## config.mk

```make
export PLATFORM = sky130hd
export DESIGN_NAME = fetch_decode_queue_flat
export DESIGN_NICKNAME = d
export VERILOG_FILES = /design/src/rtl/fetch_decode_queue_pkg.sv /design/src/rtl/fetch_decode_queue_if.sv /design/src/rtl/fetch_decode_queue.sv /design/src/flat_wrapper.sv
export SDC_FILE = /design/constraint.sdc
export NUM_CORES = 1
export LEC_CHECK = 0
export CELL_PAD_IN_SITES_DETAIL_PLACEMENT = 1
export CELL_PAD_IN_SITES_GLOBAL_PLACEMENT = 1
export CORE_UTILIZATION = 50
export DETAILED_ROUTE_END_ITERATION = 16
export PLACE_DENSITY = 0.89
export SETUP_SLACK_MARGIN = 0.1
export SLEW_MARGIN = 20
export SYNTH_ARGS = -nofsm -noshare
export SYNTH_HDL_FRONTEND = slang
export SYNTH_SLANG_ARGS = --single-unit
```

## constraint.sdc

```tcl
create_clock -name CLK -period 9.66 [get_ports CLK]
set_input_delay 1.932 -clock CLK [delete_from_list [all_inputs] [get_ports CLK]]
set_output_delay 1.932 -clock CLK [all_outputs]
set_load 0.05 [all_outputs]
```

## src/rtl/fetch_decode_queue_pkg.sv

```systemverilog
// Shared types and constants for the fetch/decode instruction queue.
package fetch_decode_queue_pkg;

  typedef logic [31:0] word_t;

  // One queued instruction: its PC and the raw instruction word.
  typedef struct packed {
    word_t pc;
    word_t instr;
  } ifq_entry_t;

  localparam word_t HALT_INSTR = 32'hFFFF_FFFF;
  localparam word_t NOP_INSTR  = 32'h0000_0000;
  localparam word_t PC_STEP    = 32'd4;

  function automatic logic is_halt(word_t instr);
    return instr == HALT_INSTR;
  endfunction

endpackage

```

## src/rtl/fetch_decode_queue_if.sv

```systemverilog
// Fetch/decode side signals of the instruction queue.
// master: the pipeline driving fetch and decode; slave: the queue itself.
interface fetch_decode_queue_if #(
  parameter int unsigned DEPTH = 4
);
  import fetch_decode_queue_pkg::*;

  localparam int unsigned CntW = $clog2(DEPTH) + 1;

  // Fetch side
  logic            ihit;
  word_t           fetch_pc;
  word_t           fetch_instr;
  logic            fetch_hold;
  // Control
  logic            flush;
  // Decode side
  logic            stall;
  logic            valid;
  word_t           out_pc;
  word_t           out_instr;
  word_t           out_npc;
  // Status
  logic [CntW-1:0] count;
  logic            halt_seen;

  modport master (
    output ihit, fetch_pc, fetch_instr, flush, stall,
    input  fetch_hold, valid, out_pc, out_instr, out_npc, count, halt_seen
  );

  modport slave (
    input  ihit, fetch_pc, fetch_instr, flush, stall,
    output fetch_hold, valid, out_pc, out_instr, out_npc, count, halt_seen
  );

endinterface

```

## src/rtl/fetch_decode_queue.sv

```systemverilog
// Circular instruction queue between fetch and decode. Flush squashes all entries and the
// halt latch; once a HALT word is captured no further instructions are accepted.
module fetch_decode_queue
  import fetch_decode_queue_pkg::*;
#(
  parameter int unsigned DEPTH = 4
) (
  input logic                 CLK,
  input logic                 nRST,
  fetch_decode_queue_if.slave bus
);

  localparam int unsigned PtrW = $clog2(DEPTH);
  localparam int unsigned CntW = PtrW + 1;
  localparam logic [CntW-1:0] FullCnt = CntW'(DEPTH);

  // Entry storage is never reset; valid/count gate everything read from it.
  ifq_entry_t mem_q [DEPTH];

  logic [PtrW-1:0] head_q, head_d;
  logic [PtrW-1:0] tail_q, tail_d;
  logic [CntW-1:0] count_q, count_d;
  logic            halt_q, halt_d;

  logic full;
  logic not_empty;
  logic enq;
  logic deq;

  // Handshake decode and next-state for pointers, occupancy and halt latch.
  always_comb begin
    full      = (count_q == FullCnt);
    not_empty = (count_q != '0);
    // Full refuses enqueue even when a dequeue fires this cycle.
    enq       = bus.ihit & ~full & ~halt_q & ~bus.flush;
    deq       = not_empty & ~bus.stall & ~bus.flush;

    head_d  = head_q;
    tail_d  = tail_q;
    count_d = count_q;
    halt_d  = halt_q;

    if (bus.flush) begin
      head_d  = '0;
      tail_d  = '0;
      count_d = '0;
      halt_d  = 1'b0;
    end else begin
      if (enq) begin
        tail_d = tail_q + PtrW'(1);
      end
      if (deq) begin
        head_d = head_q + PtrW'(1);
      end
      case ({enq, deq})
        2'b10:   count_d = count_q + CntW'(1);
        2'b01:   count_d = count_q - CntW'(1);
        default: count_d = count_q;
      endcase
      if (enq && is_halt(bus.fetch_instr)) begin
        halt_d = 1'b1;
      end
    end
  end

  // Pointer, occupancy and halt state.
  always_ff @(posedge CLK or negedge nRST) begin
    if (!nRST) begin
      head_q  <= '0;
      tail_q  <= '0;
      count_q <= '0;
      halt_q  <= 1'b0;
    end else begin
      head_q  <= head_d;
      tail_q  <= tail_d;
      count_q <= count_d;
      halt_q  <= halt_d;
    end
  end

  // Entry write at the tail.
  always_ff @(posedge CLK) begin
    if (enq) begin
      mem_q[tail_q] <= '{pc: bus.fetch_pc, instr: bus.fetch_instr};
    end
  end

  ifq_entry_t head_entry;
  word_t      head_pc;

  // Outputs depend on registered state only; an empty queue presents a nop at PC 0.
  always_comb begin
    head_entry     = mem_q[head_q];
    head_pc        = not_empty ? head_entry.pc : '0;
    bus.valid      = not_empty;
    bus.out_pc     = head_pc;
    bus.out_instr  = not_empty ? head_entry.instr : NOP_INSTR;
    bus.out_npc    = head_pc + PC_STEP;
    bus.count      = count_q;
    bus.fetch_hold = full | halt_q;
    bus.halt_seen  = halt_q;
  end

  // Occupancy never exceeds capacity and always matches the pointer distance.
  a_count_bound : assert property (@(posedge CLK) disable iff (!nRST) count_q <= FullCnt);
  a_ptr_dist : assert property (@(posedge CLK) disable iff (!nRST)
    PtrW'(tail_q - head_q) == count_q[PtrW-1:0]);

endmodule

```

## src/flat_wrapper.sv

```systemverilog
// flat-port wrapper written by rule: the top's interface ports become plain ports
module fetch_decode_queue_flat import fetch_decode_queue_pkg::*;
#(
  parameter int unsigned DEPTH = 4
)
  (CLK, nRST, bus_ihit, bus_fetch_pc, bus_fetch_instr, bus_flush, bus_stall, bus_fetch_hold, bus_valid, bus_out_pc, bus_out_instr, bus_out_npc, bus_count, bus_halt_seen);
  fetch_decode_queue_if #(.DEPTH(DEPTH)) bus_i ();
  input logic CLK;
  input logic nRST;
  input wire logic [$bits(bus_i.ihit)-1:0] bus_ihit;
  input wire logic [$bits(bus_i.fetch_pc)-1:0] bus_fetch_pc;
  input wire logic [$bits(bus_i.fetch_instr)-1:0] bus_fetch_instr;
  input wire logic [$bits(bus_i.flush)-1:0] bus_flush;
  input wire logic [$bits(bus_i.stall)-1:0] bus_stall;
  output wire logic [$bits(bus_i.fetch_hold)-1:0] bus_fetch_hold;
  output wire logic [$bits(bus_i.valid)-1:0] bus_valid;
  output wire logic [$bits(bus_i.out_pc)-1:0] bus_out_pc;
  output wire logic [$bits(bus_i.out_instr)-1:0] bus_out_instr;
  output wire logic [$bits(bus_i.out_npc)-1:0] bus_out_npc;
  output wire logic [$bits(bus_i.count)-1:0] bus_count;
  output wire logic [$bits(bus_i.halt_seen)-1:0] bus_halt_seen;
  assign bus_i.ihit = bus_ihit;
  assign bus_i.fetch_pc = bus_fetch_pc;
  assign bus_i.fetch_instr = bus_fetch_instr;
  assign bus_i.flush = bus_flush;
  assign bus_i.stall = bus_stall;
  assign bus_fetch_hold = bus_i.fetch_hold;
  assign bus_valid = bus_i.valid;
  assign bus_out_pc = bus_i.out_pc;
  assign bus_out_instr = bus_i.out_instr;
  assign bus_out_npc = bus_i.out_npc;
  assign bus_count = bus_i.count;
  assign bus_halt_seen = bus_i.halt_seen;
  fetch_decode_queue #(.DEPTH(DEPTH)) u_core (.CLK(CLK), .nRST(nRST), .bus(bus_i));
endmodule
```

### Word-level counts from Yosys, hierarchy flattened

Memories as Yosys holds them, arrays and structs flattened.
Cells that the tools add are included.

| storage, ports and cells | value |
|---|---|
| register bits after elaboration | 8 |
| output and inout port bits | 102 |
| logic and storage cells | 42 |
| memories kept | 1 |
| memory bits (writable) | 256 |

Memories:

| name | depth | bits a word | rd ports | clocked after memory_dff | write ports | line | source |
|---|---|---|---|---|---|---|---|
| u_core.mem_q | 4 | 64 | 1 | 0 | 1 | fetch_decode_queue.sv:18 | `ifq_entry_t mem_q [DEPTH];` |

| operators by class | value |
|---|---|
| reduce and logical (&&, ||, !) cells | 6 |
| $add $sub $neg | 5 |
| bitwise gates (word level) | 10 |
| eq/ne operators | 4 |
| muxes and demuxes | 12 |

Operators by type and width:

| kind | number |
|---|---|
| 32-bit two-way mux | 2 |
| 32-bit by 3-bit adder with 32-bit output (second input constant) | 1 |
| 32-bit equality test (second input constant) | 1 |
| 2-bit two-way mux | 4 |
| 3-bit one-hot mux with 2 select lines | 1 |
| 2-bit nonzero test | 3 |
| 3-bit nonzero test | 2 |
| 1-bit AND | 5 |
| 2-bit by 1-bit adder with 2-bit output (second input constant) | 2 |
| 1-bit two-way mux | 4 |
| 1-bit NOT | 4 |
| 3-bit by 1-bit adder with 3-bit output (second input constant) | 1 |
| 3-bit equality test (second input constant) | 1 |
| 3-bit two-way mux | 1 |
| 3-bit by 1-bit subtractor with 3-bit output (second input constant) | 1 |
| 2-bit by 1-bit equality test with 1-bit output (second input constant) | 1 |
| 2-bit equality test (second input constant) | 1 |
| 1-bit logical AND | 1 |
| 1-bit OR | 1 |

### Logic depth before layout (Yosys ltp)

| logic depth | value |
|---|---|
| depth after elaboration | 8 |
| gate-level depth with buffers | 12 |
| mapped depth without buffers | 9 |

### Least setup slack after synthesis

No wires, ideal clock.

| timing path | value |
|---|---|
| kind | register -> output |
| start | register u_core.count_q[0], in the netlist u_core.bus.count[0] |
| end | output port bus_out_npc[26] |
| stages on the path, launching flop included | 13 |
| required time | 7728 ps |
| data arrival time | 4959 ps |
| setup slack | 2769 ps |
| cells stage by stage | dfrtp_1 > nor3_1 > inv_1 > clkbuf_1 > clkbuf_1 > nand2_1 > inv_1 > ha_1 > nand2_1 > or4_4 > buf_6 > nor4_2 > xor2_1 |

| between the ends | value |
|---|---|
| word-level cells in the longest chain between the ends | 3 |

RTL lines:

| element | line | source |
|---|---|---|
| start: declaration | fetch_decode_queue.sv:22 | `logic [CntW-1:0] count_q, count_d;` |
| start signal: assignment | fetch_decode_queue.sv:76 | `count_q <= count_d;` |
| 3-bit nonzero test | fetch_decode_queue.sv:33 | `not_empty = (count_q != '0);` |
| via bus_valid | flat_wrapper.sv:16 | `output wire logic [$bits(bus_i.valid)-1:0] bus_valid;` |
| 32-bit two-way mux | fetch_decode_queue.sv:94 | `head_pc = not_empty ? head_entry.pc : '0;` |
| via bus_out_pc[2] | flat_wrapper.sv:17 | `output wire logic [$bits(bus_i.out_pc)-1:0] bus_out_pc;` |
| 32-bit by 3-bit adder with 32-bit output | fetch_decode_queue.sv:98 | `bus.out_npc = head_pc + PC_STEP;` |
| end: declaration | flat_wrapper.sv:19 | `output wire logic [$bits(bus_i.out_npc)-1:0] bus_out_npc;` |

The timed path passes the listed nets, and every way through them passes these cells.

### Final worst setup path

| timing path | value |
|---|---|
| start | register u_core.head_q[1] |
| end | output port bus_out_npc[20] |

| between the ends | value |
|---|---|
| word-level cells in the longest chain between the ends | 3 |

RTL lines:

| element | line | source |
|---|---|---|
| start: declaration | fetch_decode_queue.sv:20 | `logic [PtrW-1:0] head_q, head_d;` |
| start signal: assignment | fetch_decode_queue.sv:69 | `head_q <= '0;` |
| start signal: assignment | fetch_decode_queue.sv:74 | `head_q <= head_d;` |
| memory read 4 x 64 bit | - |  |
| 32-bit two-way mux | fetch_decode_queue.sv:94 |  |
| 32-bit by 3-bit adder with 32-bit output | fetch_decode_queue.sv:98 |  |

Every way passes these cells.

==> results.yml <==
worst_setup_path:
  startpoint_type: "register"
  cp.arrival_ns: 4.67
  slowest_stage: "clkdlybuf4s50_1"
  cp_max_fo: 71
  worst-path-buf-inv: 3
  cp_cell_sequence: "buf_4, mux4_2, nand2_1, inv_1, ha_1, nand2_1, or4_4, nor3b_1, xor2_1, clkdlybuf4s50_1"
  crit_type: "reg -> out"
  end_kind: "primary output"
  critPathRequiredTime_ns: 7.73
  crit_top_cell: "nand2_1"
  cp_top_family: "buffers and inverters"
  max_stage_delay_ns: 0.86
clocking:
  clock_latency_ns: 0.53
  cts_buffer_depth: 3
  hold_buffers: 0
  cts_resized: 0
  clkTransAtPathRegs_ns: 0.06
  cts.sinks: 264
  cts_max_level: 1
  cts_tree: "done"
  cts_root_buf: "clkbuf_16"
  cts_setup_buffers: 0
  numCtsBuffers: 26
timing:
  period_minus_slack_ns: 6.603
  slew_headroom: 0.3213
  finalClockSkew_ns: 0.01391
  slew_violations: 0
  setup_violations: 0
  post-route-period-util: 0.6836
  fin_setup_tns_ns: 0
  worst_pin_slew_ns: 1.018
  rsz0062_at_grt: "no"
  hold_viol_final: 0
  fmax_ghz: 0.1514
logic_synthesis:
  yosysSeqAreaShare: 0.7108
  ys_types: 45
  syn_area_um2: 11100
  synth_top_area_share: 0.6928
  avgSynthCellArea_um2: 18.90
  synth_seq_cells: 264
  synth.net_count: 662
  synth_top_area_cell: "edfxtp_1"
  synth_area_leaders: "edfxtp_1 69%, mux4_2 11%, and2_1 4.0%, mux4_1 2.4%, dfrtp_1 1.8%"
  ys.flop_type: "edfxtp_1"
  synth_edf_count: 256
  async_flop_share: 0.03030
  yosys_warnings: 0
  syn_inst: 587
detailed_routing:
  drc_errors: 0
  dr.pass1.iters: 5
  drt-initial-drc-count: 299
  ant_nets: 0
  wl_um: 25990
  vias_per_cell: 5.754
  via_count: 6082
  wl_per_cell_um: 24.59
floorplan:
  fp.dieW_um: 151.0
  ios: 171
  start_util: 0.5085
  rows: 54
  fp.coreArea_um2: 21820
  chipHeight_um: 151.0
  die_area_um2: 22790
placed_design:
  dp_hpwl_um: 16630
  dpl.cell_count: 1009
  place_congestion: 0.7666
  portBuffers: 170
final_layout:
  finalNonFillerCells: 1057
  layout_commonest_cell: "edfxtp_1"
  fin_nets: 832
  multi_input_area_um2: 3007
  nFillCells: 1858
  layout-drive-gt1-share: 0.1405
  seq_area_um2: 7893
  mostFrequentLayoutCells: "256 x edfxtp_1, 170 x clkdlybuf4s50_1, 67 x and2_1"
  syn_to_final_growth_pct: 24.90
grt:
  track_usage: 0.2341
  grt_pass1_vias: 6732
  gr-total-overflow: 0
  grt_max_degree: 72
  antenna_found_initial: 3
  grt_pass1_wl_um: 39100
status:
  status: "completed"
pwr:
  power.leakage_nw: 4.545
  powerDensity_nw_per_um2: 331.4
  irDropWorstVdd_uv: 271.2
min_path:
  hold_path_class: "reg -> reg"
run:
  max_cap_violations: 0
Yosys cell counts, types with 2 or more instances:
cell type,n
dfrtp_1,8
nor4_2,2
nand3b_1,2
buf_2,9
edfxtp_1,256
nand2b_1,2
nand4_1,11
and4_1,4
xnor2_1,9
nor4_1,8
and3_1,3
inv_1,9
mux4_1,10
mux2i_1,2
o211ai_1,3
buf_6,5
nor3b_1,2
ha_1,5
nor2_1,17
nor3_1,8
buf_4,4
xor2_1,22
and2_1,71
nand3_1,11
nand2_1,17
mux4_2,56
clkbuf_1,13
worst reg2reg max path, cell delays in order (launching register included):
cell,delay [ns]
dfrtp_1,0.47
nor2_1,0.10
a211oi_2,0.65
nor4_1,0.14
fa_1,0.47
nor4_1,0.30
nor3_1,0.08
a211oi_1,0.23
area by class of cell:
type,instances,share of cell area
Sequential cell,264,0.5695
Multi-Input combinational cell,282,0.2169
Timing Repair Buffer,173,0.1247
Clock buffer,38,0.05245
Tap cell,280,0.02528
Clock inverter,9,0.008305
Inverter,10,0.002708
Antenna cell,1,0.0001806
state kept, by name, summed over array words and instances (netlist names):
signal and count:
u_core.mem_q 256, u_core.bus.count 3, u_core.head_q 2, u_core.tail_q 2, u_core.bus.halt_seen 1
worst paths after layout:
path	from	cells after the start	slack [ns]	endpoint
worst min register to register	u_core.bus.count[2]$_DFFE_PN0P_	1	0.62	u_core.bus.count[2]$_DFFE_PN0P_
worst max-delay path	u_core.head_q[1]$_DFFE_PN0P_	10	3.06	bus_out_npc[20]
max in group asynchronous	nRST	1	7.63	u_core.head_q[0]$_DFFE_PN0P_
worst max register to register	u_core.bus.count[0]$_DFFE_PN0P_	7	7.13	u_core.bus.count[2]$_DFFE_PN0P_
min in group asynchronous	nRST	1	1.71	u_core.bus.count[1]$_DFFE_PN0P_
worst min-delay path	u_core.bus.count[2]$_DFFE_PN0P_	1	0.62	u_core.bus.count[2]$_DFFE_PN0P_
logic make-up (layout without fill, tap and decap cells):
logic type,Yosys count,in the layout,share of synthesized area
compound gates,12,12,0.008231
mux,69,69,0.1402
fa+ha+maj,6,6,0.007442
xor+xnor,31,31,0.02447
flops,264,264,0.7108
simple gates,164,164,0.08930
other cells,0,1,0
buf+inv,41,230,0.01962
stage by stage:
stage	hold WS (ns)	worst slack (ns)	power, mW	utilization	area [um^2]
2_1_floorplan	0.5382	2.769	2.924	-	11100
3_3_place_gp	0.5529	3.457	3.571	0.5960	13010
3_5_place_dp	0.6179	3.316	3.614	0.5962	13010
4_1_cts	0.6185	2.767	4.627	0.6348	13850
5_1_grt	0.6520	2.825	4.750	0.6350	13860
6_report	0.6204	3.057	4.592	0.6351	13860
per-layer routing:
metal | vias to the layer above | track usage | part of all wire
li1 | 2682 | - | -
met1 | 3134 | 0.3011 | 0.39
met2 | 232 | 0.4161 | 0.52
met3 | 32 | 0.04127 | 0.067
met4 | 2 | 0.05150 | 0.017
met5 | - | 0 | 0.00046
where the power goes:
group,switching (mW),internal [mW],leakage [nW]
Sequential,0.0462,1.34,2.43
Combinational,1.45,0.756,1.71
Clock,0.407,0.599,0.408
Power figures use the tool's default switching activity.
